$ cat config.mk
export PLATFORM = sky130hd
export DESIGN_NAME = alu_operand_stage
export DESIGN_NICKNAME = d
export VERILOG_FILES = /design/src/rtl/alu_operand_stage.sv
export SDC_FILE = /design/constraint.sdc
export NUM_CORES = 1
export LEC_CHECK = 0
export CORE_ASPECT_RATIO = 0.9
export CORE_UTILIZATION = 43
export CTS_CLUSTER_SIZE = 16
export DETAILED_ROUTE_END_ITERATION = 7
export GPL_TIMING_DRIVEN = 0
export PLACE_DENSITY = 0.8
export REMOVE_ABC_BUFFERS = 1
export SLEW_MARGIN = 30
export SYNTH_ARGS = -nofsm -noshare
export SYNTH_HDL_FRONTEND = slang
export SYNTH_SLANG_ARGS = --single-unit
export TNS_END_PERCENT = 1
$ cat constraint.sdc
create_clock -name clk -period 2.34 [get_ports clk]
set_input_delay 0.702 -clock clk [delete_from_list [all_inputs] [get_ports clk]]
set_output_delay 0.702 -clock clk [all_outputs]
set_load 0.05 [all_outputs]
$ cat src/rtl/alu_operand_stage.sv
// alu_operand_stage
//   Decode-to-execute pipeline register for a 5-stage RISC pipeline. Selects
//   ALU operands (with EX/MEM and MEM/WB forwarding), detects load-use
//   hazards against the instruction currently held, and registers the
//   operands and control flags for the execute stage.
//
// Ports
//   clk, rst_n                 clock, asynchronous active-low reset
//   in_valid                   decode presents an instruction
//   in_rs/in_rt/in_rd          source / destination register numbers
//   in_rs_data/in_rt_data      register-file read data
//   in_imm, in_shamt           immediate and shift amount
//   in_srca_sel                0 = rs, 1 = zero-extended shamt
//   in_srcb_sel                00 = rt, 01 = sext imm, 10 = zext imm, 11 = {imm,16'h0}
//   in_alufunc                 ALU function code (passed through)
//   in_regwrite/memread/memwrite  control flags
//   stall, flush               hold stage / replace contents with a bubble
//   exmem_*, memwb_*           forwarding sources
//   out_*                      registered operands and control for execute
//   load_use_hazard            combinational stall request to decode
//   bubble_count               saturating count of load-use bubbles
module alu_operand_stage #(
  parameter bit FWD_EN = 1'b1
) (
  input  logic        clk,
  input  logic        rst_n,
  input  logic        in_valid,
  input  logic [4:0]  in_rs,
  input  logic [4:0]  in_rt,
  input  logic [4:0]  in_rd,
  input  logic [31:0] in_rs_data,
  input  logic [31:0] in_rt_data,
  input  logic [15:0] in_imm,
  input  logic [4:0]  in_shamt,
  input  logic        in_srca_sel,
  input  logic [1:0]  in_srcb_sel,
  input  logic [5:0]  in_alufunc,
  input  logic        in_regwrite,
  input  logic        in_memread,
  input  logic        in_memwrite,
  input  logic        stall,
  input  logic        flush,
  input  logic        exmem_regwrite,
  input  logic [4:0]  exmem_rd,
  input  logic [31:0] exmem_result,
  input  logic        memwb_regwrite,
  input  logic [4:0]  memwb_rd,
  input  logic [31:0] memwb_result,
  output logic        out_valid,
  output logic [31:0] out_a,
  output logic [31:0] out_b,
  output logic [31:0] out_store_data,
  output logic [5:0]  out_alufunc,
  output logic [4:0]  out_rd,
  output logic        out_regwrite,
  output logic        out_memread,
  output logic        out_memwrite,
  output logic        load_use_hazard,
  output logic [15:0] bubble_count
);

  logic        r_vld_p1;
  logic [31:0] r_a_p1;
  logic [31:0] r_b_p1;
  logic [31:0] r_store_p1;
  logic [5:0]  r_func_p1;
  logic [4:0]  r_rd_p1;
  logic        r_regwrite_p1;
  logic        r_memread_p1;
  logic        r_memwrite_p1;
  logic [15:0] r_bubble_cnt;

  logic [31:0] w_fwd_rs;
  logic [31:0] w_fwd_rt;
  logic [31:0] w_a;
  logic [31:0] w_b;
  logic        w_hazard;

  // EX/MEM has the younger result, so it wins over MEM/WB. Register 0 is
  // hard-wired to zero and is never a forwarding target.
  function automatic logic [31:0] fwd_sel(input logic [4:0] src,
                                          input logic [31:0] rf_data);
    logic [31:0] val;
    val = rf_data;
    if (FWD_EN && src != 5'd0) begin
      if (exmem_regwrite && exmem_rd == src)
        val = exmem_result;
      else if (memwb_regwrite && memwb_rd == src)
        val = memwb_result;
    end
    return val;
  endfunction

  function automatic logic [15:0] sat_inc(input logic [15:0] cnt);
    return (cnt == 16'hFFFF) ? cnt : cnt + 16'd1;
  endfunction

  always_comb begin
    w_fwd_rs = fwd_sel(in_rs, in_rs_data);
    w_fwd_rt = fwd_sel(in_rt, in_rt_data);
    w_a = in_srca_sel ? {27'h0, in_shamt} : w_fwd_rs;
    case (in_srcb_sel)
      2'b00:   w_b = w_fwd_rt;
      2'b01:   w_b = {{16{in_imm[15]}}, in_imm};
      2'b10:   w_b = {16'h0, in_imm};
      default: w_b = {in_imm, 16'h0};
    endcase
  end

  // rt only matters when it is actually read as an ALU operand or as store data.
  assign w_hazard = r_vld_p1 & r_memread_p1 & (r_rd_p1 != 5'd0) & in_valid &
                    ((r_rd_p1 == in_rs) |
                     ((r_rd_p1 == in_rt) & ((in_srcb_sel == 2'b00) | in_memwrite)));

  // ---- decode -> execute register (p1) ----
  always_ff @(posedge clk or negedge rst_n) begin
    if (!rst_n) begin
      r_vld_p1      <= 1'b0;
      r_a_p1        <= 32'h0;
      r_b_p1        <= 32'h0;
      r_store_p1    <= 32'h0;
      r_func_p1     <= 6'h00;
      r_rd_p1       <= 5'd0;
      r_regwrite_p1 <= 1'b0;
      r_memread_p1  <= 1'b0;
      r_memwrite_p1 <= 1'b0;
      r_bubble_cnt  <= 16'h0;
    end else if (flush) begin
      r_vld_p1      <= 1'b0;
      r_regwrite_p1 <= 1'b0;
      r_memread_p1  <= 1'b0;
      r_memwrite_p1 <= 1'b0;
    end else if (stall) begin
      r_vld_p1 <= r_vld_p1;
    end else if (w_hazard) begin
      r_vld_p1      <= 1'b0;
      r_regwrite_p1 <= 1'b0;
      r_memread_p1  <= 1'b0;
      r_memwrite_p1 <= 1'b0;
      r_bubble_cnt  <= sat_inc(r_bubble_cnt);
    end else begin
      r_vld_p1      <= in_valid;
      r_a_p1        <= w_a;
      r_b_p1        <= w_b;
      r_store_p1    <= w_fwd_rt;
      r_func_p1     <= in_alufunc;
      r_rd_p1       <= in_rd;
      r_regwrite_p1 <= in_valid & in_regwrite;
      r_memread_p1  <= in_valid & in_memread;
      r_memwrite_p1 <= in_valid & in_memwrite;
    end
  end

  assign out_valid       = r_vld_p1;
  assign out_a           = r_a_p1;
  assign out_b           = r_b_p1;
  assign out_store_data  = r_store_p1;
  assign out_alufunc     = r_func_p1;
  assign out_rd          = r_rd_p1;
  assign out_regwrite    = r_regwrite_p1;
  assign out_memread     = r_memread_p1;
  assign out_memwrite    = r_memwrite_p1;
  assign load_use_hazard = w_hazard;
  assign bubble_count    = r_bubble_cnt;

endmodule

# Word level (Yosys, flattened, before mapping)

Index checks and enable logic that the tools add are counted.

Add/sub/neg operators: 1
Multipliers: 0
Div/mod/pow operators: 0
Order comparisons: 0
Equal/unequal tests: 10
Shifts and indexed selects: 0
Mux-type cells: 20
Bitwise operators: 14
Reductions and logical operators: 10

Operators with widths:

| operator                | number |
|---|---|
| $mux W32                | 7 |
| $pmux W32 S3            | 1 |
| $eq A5 B5 Y1            | 6 |
| $add A16 B1 Y16 const B | 1 |
| $eq A16 B16 Y1 const B  | 1 |
| $reduce_bool A5 Y1      | 3 |
| $mux W1                 | 12 |
| $and A1 B1 Y1           | 8 |
| $logic_and A1 B1 Y1     | 4 |
| $not A1 Y1              | 4 |
| $reduce_and A4 Y1       | 1 |
| $reduce_and A3 Y1       | 1 |
| $eq A2 B1 Y1 const B    | 1 |
| $eq A2 B2 Y1 const B    | 1 |
| $logic_not A2 Y1        | 1 |
| $ne A2 B1 Y1 const B    | 1 |
| $or A1 B1 Y1            | 2 |

Register bits after elaboration: 127
Latch bits: 0
Memory bits (writable): 0
Memory bits (read-only): 0
Input bits: 193
Output and inout port bits: 128
Logic and storage cells: 65
Memories kept: 0

# Logic depth before layout (Yosys ltp)

Gate-level depths: netlist of run 1.

Word-level depth: 8
Depth in mapped cells: 10
Mapped depth without buffers: 6

# Worst setup path after synthesis of run 1

OpenSTA, ideal clock, no wires.

Path type: in2out
Start point: in in_srcb_sel[1]
End point: out load_use_hazard
Data arrival time: 1.698 ns
Required time: 1.638 ns
Slack: -0.060 ns
Cell stages on the path: 5
Path buffers: 1
Cell sequence: buf_2 > nor2_4 > o21ai_1 > o22ai_2 > and2_1

Word-level cells in the longest chain between the ends: 5

Ends and longest elaborated chain:

| element          | line | source |
|---|---|---|
| start, declared  | 36   | `input logic [1:0] in_srcb_sel,` |
| $logic_not A2 Y1 | 113  | `((r_rd_p1 == in_rt) & ((in_srcb_sel == 2'b00) \| in_memwrite)));` |
| $or A1 B1 Y1     | 113  |  |
| $and A1 B1 Y1    | 113  |  |
| $or A1 B1 Y1     | 112  | `((r_rd_p1 == in_rs) \|` |
| $and A1 B1 Y1    | 111  | `assign w_hazard = r_vld_p1 & r_memread_p1 & (r_rd_p1 != 5'd0) & in_valid &` |
| end, declared    | 58   | `output logic load_use_hazard,` |

No other way between the ends.

# Final worst setup path of run 1

Start point: reg r_rd_p1[4] (netlist: out_rd[4])
End point: out load_use_hazard

Word-level cells in the longest chain between the ends: 4
Elaborated cells on any way between the ends: 8
Those cells by class: eq/ne (2); bitwise (5); reduce/logical (1)

Ends and longest elaborated chain:

| element                                                   | line     | source |
|---|---|---|
| start, declared                                           | 67       | `logic [4:0] r_rd_p1;` |
| start signal, assigned                                    | 147      | `r_rd_p1 <= in_rd;` |
| $eq A5 B5 Y1 / $reduce_bool A5 Y1 (equally long branches) | 113, 111 |  |
| $and A1 B1 Y1 (on tied branches)                          | 113, 111 |  |
| $or A1 B1 Y1 / $and A1 B1 Y1 (equally long branches)      | 112, 111 |  |
| $and A1 B1 Y1 *                                           | 111      |  |

Mark *: on every way between the ends. The rest lies on a longest branch, timed or not.

==> impl_metrics.toml, run 1 <==
[setup_path]
path_cells = "xnor2_1 -> nand4_1 -> o22ai_4 -> and2_4 -> buf_8"
path_class = "reg2out"
cp_max_fo = 4
critPathRequiredTime_ns = 1.64
critPathArrivalTime_ns = 1.73
crit_path_start_kind = "register"
startpoint = "out_rd[4]"
critPathCaptureType = "primary output"
regToRegSetupSlack_ns = 0.06
reg2reg_from = "out_rd[4]"
slowest_stage = "dfrtp_2"
max_stage_delay_ns = 0.44

[floorplanning]
die_h_um = 127
die_area_sq_um = 17900
die_w_um = 141
core_sq_um = 16900
initial_core_util = 0.441
placement_rows = 45
io-pin-count = 321

[synth]
synth_top_family_by_area = "compound AO/OA/AOI/OAI gates"
syn-mean-instance-area_sq_um = 9.21
synth_compound_area_frac = 0.278
synth.area.mux_share = 0.00552
yosys.area.top_type = "dfrtp_1"
synth_seq_area_share = 0.425
ys.flop_type = "dfrtp_1"
synth_cells = 812
synth-simple-area-share = 0.178
synth_xor_area_frac = 0.0527
synth_top_area_frac = 0.425
synth_cell_types = 65
synth_edf_count = 0
synth_fa_ha_area_frac = 0.00167
synthArstFlopShare = 1.00
ys_seq_elements = 127
syn-cell-area_sq_um = 7470
synthTopCellsByArea = "dfrtp_1 (43%), nand2_1 (7.3%), o22ai_1 (4.9%)"
yosysWarnings = 0

[global_route]
top_usage_layer = "met2"
grt_pass1_vias = 7894
grt_first_pass_wirelength_mm = 46.2
gr-usage-met3 = 0.102
grt_max_degree = 82
grt_antenna_before_repair = 1
grtUsageTotal = 0.345
grt_overflow = 0
grt_util_met2 = 0.583
grtUsageMet1 = 0.411

[sta]
rsz0062_at_grt = "true"
final_hold_viol_count = 0
setup_ws_ns = -0.0919
skew_ns = 0.00712
fin_crit_sh = 1.04
slew_headroom = 0.567
finalSetupViolCount = 1
slew_viol_final = 0
clock.fmax_ghz = 0.411
fin_crit_ns = 2.43
tightest_slew_ns = 0.646

[power_and_ir_drop]
leakage_nw = 5.33
p_int_mw = 5.21
vdd_drop_max_v = 0.000529
p_switching_mw = 2.90
swShare = 0.358
powerDensity_nw_per_um2 = 672
clockPowerShare = 0.344
p_comb_frac = 0.335
seq_power_share = 0.321

[final_layout]
layout_common_cells = "clkdlybuf4s50_1 (234), nand2_1 (144), dfrtp_1 (122)"
fillerInstances = 1308
layout_commonest_cell = "clkdlybuf4s50_1"
drive_above_1_share = 0.159
final_area_sq_um = 12100
postLayoutCoreUtil = 0.713
layout.nets = 1321
area_delta_synth_final_pct = 61.5
ff_latch_area_sq_um = 3180
multiInputGateArea_sq_um = 4250

[place]
pre_cts_ws_ns = -1.94
hpwl_mm = 20.7
routabilityCongestion = 0.881
io_buffers = 320
place_area_sq_um = 10900

[clock_network]
path_clk_slew_ns = 0.06
numCtsBuffers = 17
cts.sinks = 127
ctsHoldBuffers = 0
cts-htree-levels = 4
clock_latency_ns = 0.43
cts_tree = "built"
cts_max_path_buffers = 2
clock-root-buffer = "clkbuf_16"

[flow_run]
max_cap_viol_count = 0

[route]
wl_per_cell_um = 23.2
drt-initial-drc-count = 621
vias = 8135
first_pass_iters = 5
drc_errors = 0
antenna_left = 0
via_per_inst = 5.91
drt-total-wl_mm = 31.9

[outcome]
status = "finished, violations left"
violations = "setup timing"

[worst_hold_path]
hold_path.class = "in2async"
-- final timing paths --
kind	depth (start not counted)	end
max	5	load_use_hazard
max in group asynchronous	2	out_store_data[4]
min in group clk	2	out_alufunc[4]
min	1	out_a[26]
min reg2reg	2	out_alufunc[4]
max reg2reg	8	out_a[30]
-- Yosys cell counts, drive strengths merged, types with 8 or more instances --
| master | instances |
|---|---|
| clkbuf | 29 |
| buf | 36 |
| a221oi | 11 |
| nand3 | 11 |
| o21ai | 54 |
| o22a | 33 |
| a31oi | 31 |
| dfrtp | 127 |
| o22ai | 59 |
| xnor2 | 29 |
| nor2 | 77 |
| nand4 | 8 |
| o41ai | 23 |
| o221ai | 21 |
| nand2 | 147 |
| xor2 | 16 |
| a21boi | 8 |
| nor3 | 10 |
-- routing by layer --
metal,up-vias,share of wire
met5,-,0
li1,3662,-
met3,83,0.10
met4,0,0.040
met1,3948,0.38
met2,442,0.48
-- sequential cells by signal (all words and copies together), names as in the netlist --
| name | flops |
|---|---|
| out_a | 32 |
| out_memwrite | 1 |
| out_store_data | 32 |
| out_memread | 1 |
| out_rd | 5 |
| out_valid | 1 |
| out_alufunc | 6 |
| out_b | 32 |
| bubble_count | 16 |
| out_regwrite | 1 |
-- worst max-delay path: cells and delay by family, from the launching register on --
kind,cells,cell delay (ns)
flops,1,0.44
simple gates,2,0.35
xor+xnor,1,0.20
compound gates,1,0.18
buf+inv,1,0.14
-- area by class of cell --
| class | instances | area share |
|---|---|---|
| clock inverters | 12 | 0.0131 |
| well taps | 235 | 0.0243 |
| multi-input cells | 619 | 0.352 |
| flip-flops and latches | 127 | 0.264 |
| diodes | 1 | 0.000207 |
| clock buffers | 20 | 0.0378 |
| inverters | 7 | 0.00218 |
| repair buffers | 355 | 0.307 |
-- power groups by stage --
stage	logic [mW]	registers, mW	clock network [mW]
after detailed placement	2.63	2.64	0
after floorplan	0.529	3.52	0
after global routing	2.84	2.63	2.92
final	2.72	2.60	2.79
after CTS	2.67	2.60	2.81
after global placement	2.57	2.63	0
-- stage by stage --
step / setup TNS (ns) / instances / hold WS, ns / power, mW
floorplan: -193.90 / 747 / 0.406 / 4.05
global placement: -1127.10 / 1302 / 0.457 / 5.21
detailed placement: -156.68 / 1314 / 0.462 / 5.27
CTS: -1.58 / 1362 / 0.182 / 8.08
global route: -0.180 / 1375 / 0.196 / 8.39
finish: -0.0919 / 1376 / 0.181 / 8.11
-- cell families after synthesis --
logic type | count (synthesis)
AND/OR/NAND/NOR | 293
AO/OA/AOI/OAI | 270
flip-flops | 127
buffers and inverters | 72
XOR/XNOR | 45
multiplexers | 4
adder cells (fa/ha/maj) | 1
-- timing repair --
| item | CTS | global route |
|---|---|---|
| endpoints found under the setup margin | 161 | 123 |
| gates resized for setup | 120 | 74 |
| pin swaps | 27 | 30 |
| cloned | 3 | 4 |
| setup buffers | 13 | 9 |
No activity file was read; power rests on OpenSTA's default activity.
==> run 2: changes to the inputs <==
MAX_ROUTING_LAYER = met4   (was default)
==> run 2 against run 1 <==
The run still ends with setup timing left. First-iteration DRC count fell by 17%. Sequential share of layout area is 0.23 points higher. Largest power group unchanged. Largest cell class unchanged. Clock-buffer cell count is 3 higher. Critical path type is now in2out. Worst hold slack got worse by 0.011 ns. Via count increased by 0.18%. Setup slack got worse by 0.010 ns. Die area stayed put. Final cell count fell by 0.51%. Routed wire length about the same.
==> impl_metrics.toml, run 2 (synthesis gave the netlist of run 1 again) <==
[setup_path]
critPathRequiredTime_ns = 1.64
r2r_cells = 7
slowest_stage = "clkdlybuf4s15_2"
critPathCaptureType = "primary output"
crit_path_start_kind = "primary input"
endpoint = "load_use_hazard"
reg2reg_from = "out_rd[1]"
critPathArrivalTime_ns = 1.74
path_cells = "clkdlybuf4s15_2 -> xnor2_1 -> nand3_1 -> o22ai_4 -> and2_4 -> buf_8"
regToRegSetupSlack_ns = 0
cp_max_fo = 4
worstSetupPathDepth = 6
path_buf_inv = 2
critPathTopFamily = "buffers and inverters"
path_class = "in2out"
startpoint = "in_rs[4]"
rr_endpoint = "out_b[18]"
max_stage_delay_ns = 0.23

[floorplanning]
initial_core_util = 0.441
core_sq_um = 16900
die_area_sq_um = 17900
die_h_um = 127
die_w_um = 141
io-pin-count = 321
placement_rows = 45

[route]
drc_errors = 0
drt-initial-drc-count = 515
vias = 8150
drt-total-wl_mm = 31.9
via_per_inst = 5.95
first_pass_iters = 5
antenna_left = 0
wl_per_cell_um = 23.3

[place]
dpl.cell_count = 1314
io_buffers = 320
routabilityCongestion = 0.900
hpwl_mm = 20.9

[final_layout]
antennaDiodeCount = 0
layout_commonest_cell = "clkdlybuf4s50_1"
layout_common_cells = "clkdlybuf4s50_1 (241), nand2_1 (145), dfrtp_1 (122)"
finalNonFillerCells = 1369
fillerInstances = 1316
area_delta_synth_final_pct = 60.1
drive_above_1_share = 0.151
layout.nets = 1316

[sta]
fin_crit_ns = 2.44
rsz0062_at_grt = "true"
tightest_slew_ns = 0.681
skew_ns = 0.00970
finalSetupViolCount = 13
setup_ws_ns = -0.102
slew_headroom = 0.544
slew_viol_final = 0
clock.fmax_ghz = 0.410
fin_crit_sh = 1.04
holdWs_ns = 0.170
final_hold_viol_count = 0

[global_route]
grt_pass1_vias = 8089
grt_max_degree = 84
grt_first_pass_wirelength_mm = 47.3
grtUsageTotal = 0.366
grt_overflow = 0
grt_antenna_before_repair = 0

[outcome]
status = "finished, violations left"
violations = "setup timing"

[worst_hold_path]
hold_path.class = "in2async"

[clock_network]
cts.sinks = 127
cts_max_path_buffers = 2
cts-htree-levels = 4
ctsHoldBuffers = 0
clock-root-buffer = "clkbuf_16"
numCtsBuffers = 17
path_clk_slew_ns = 0.06
clock_latency_ns = 0.43
cts_tree = "built"

[power_and_ir_drop]
powerDensity_nw_per_um2 = 682
leakage_nw = 5.26
vdd_drop_max_v = 0.000498

[flow_run]
max_cap_viol_count = 0
-- run 2: final cells by class --
type | instances | area [sq um] | share of cell area
repair buffers | 350 | 3670 | 0.307
clock buffers | 23 | 498 | 0.0416
well taps | 235 | 294 | 0.0246
flip-flops and latches | 127 | 3180 | 0.266
inverters | 7 | 26.3 | 0.00220
multi-input cells | 619 | 4160 | 0.348
clock inverters | 8 | 128 | 0.0107
-- run 2: per-stage QoR --
| step | power, mW | cell area, sq um | TNS (ns) | utilization | setup WS, ns |
|---|---|---|---|---|---|
| finish | 8.16 | 12000 | -0.369 | 0.706 | -0.102 |
| global route | 8.44 | 12000 | -2.47 | 0.706 | -0.165 |
| CTS | 8.16 | 11800 | -1.41 | 0.695 | -0.120 |
| detailed placement | 5.27 | 10900 | -166.86 | 0.642 | -1.92 |
| global placement | 5.21 | 10600 | -1123.77 | 0.623 | -5.34 |
| floorplan | 4.05 | 7060 | -193.90 | - | -2.15 |
-- run 2: timing repair --
action / in CTS / in global routing
gates cloned: 5 / 1
setup buffers: 14 / 4
gates resized for setup: 116 / 56
pin swaps: 32 / 10
endpoints found under the setup margin: 152 / 107
endpoints found under the hold margin: 0 / 0
-- run 2: how the worst min path moves through the flow --
stage | from | end | slack, ns | cells after the start
after floorplan | rst_n | bubble_count[0] | 0.41 | 0
after detailed placement | out_alufunc[3] | out_alufunc[3] | 0.46 | 2
after CTS | rst_n | out_a[31] | 0.18 | 1
after global placement | out_alufunc[3] | out_alufunc[3] | 0.46 | 2
final | rst_n | bubble_count[15] | 0.17 | 1
after global routing | rst_n | out_a[31] | 0.18 | 1
-- run 2: power breakdown --
group / internal, mW / switching [mW]
combinational: 1.02 / 1.69
sequential: 2.45 / 0.159
clock: 1.82 / 1.03
-- run 2: metal layers --
layer	part of all wire	track usage
met3	0.092	0.0941
met5	0	-
met2	0.48	0.583
met1	0.39	0.441
met4	0.034	0.158
-- run 2: worst reg2reg max path, delay by kind of cell, from the launching register on --
family,cells,cell delay (ns)
DFF,1,0.46
buffers and inverters,2,0.42
and+or+nand+nor,1,0.36
AOI/OAI and AO/OA,4,0.97
==> run 3: changes to the inputs <==
GPL_ROUTABILITY_DRIVEN = 1   (was default)
==> results of run 3 <==
Same layout as run 2: the final DEF is identical, and so are final timing and power.
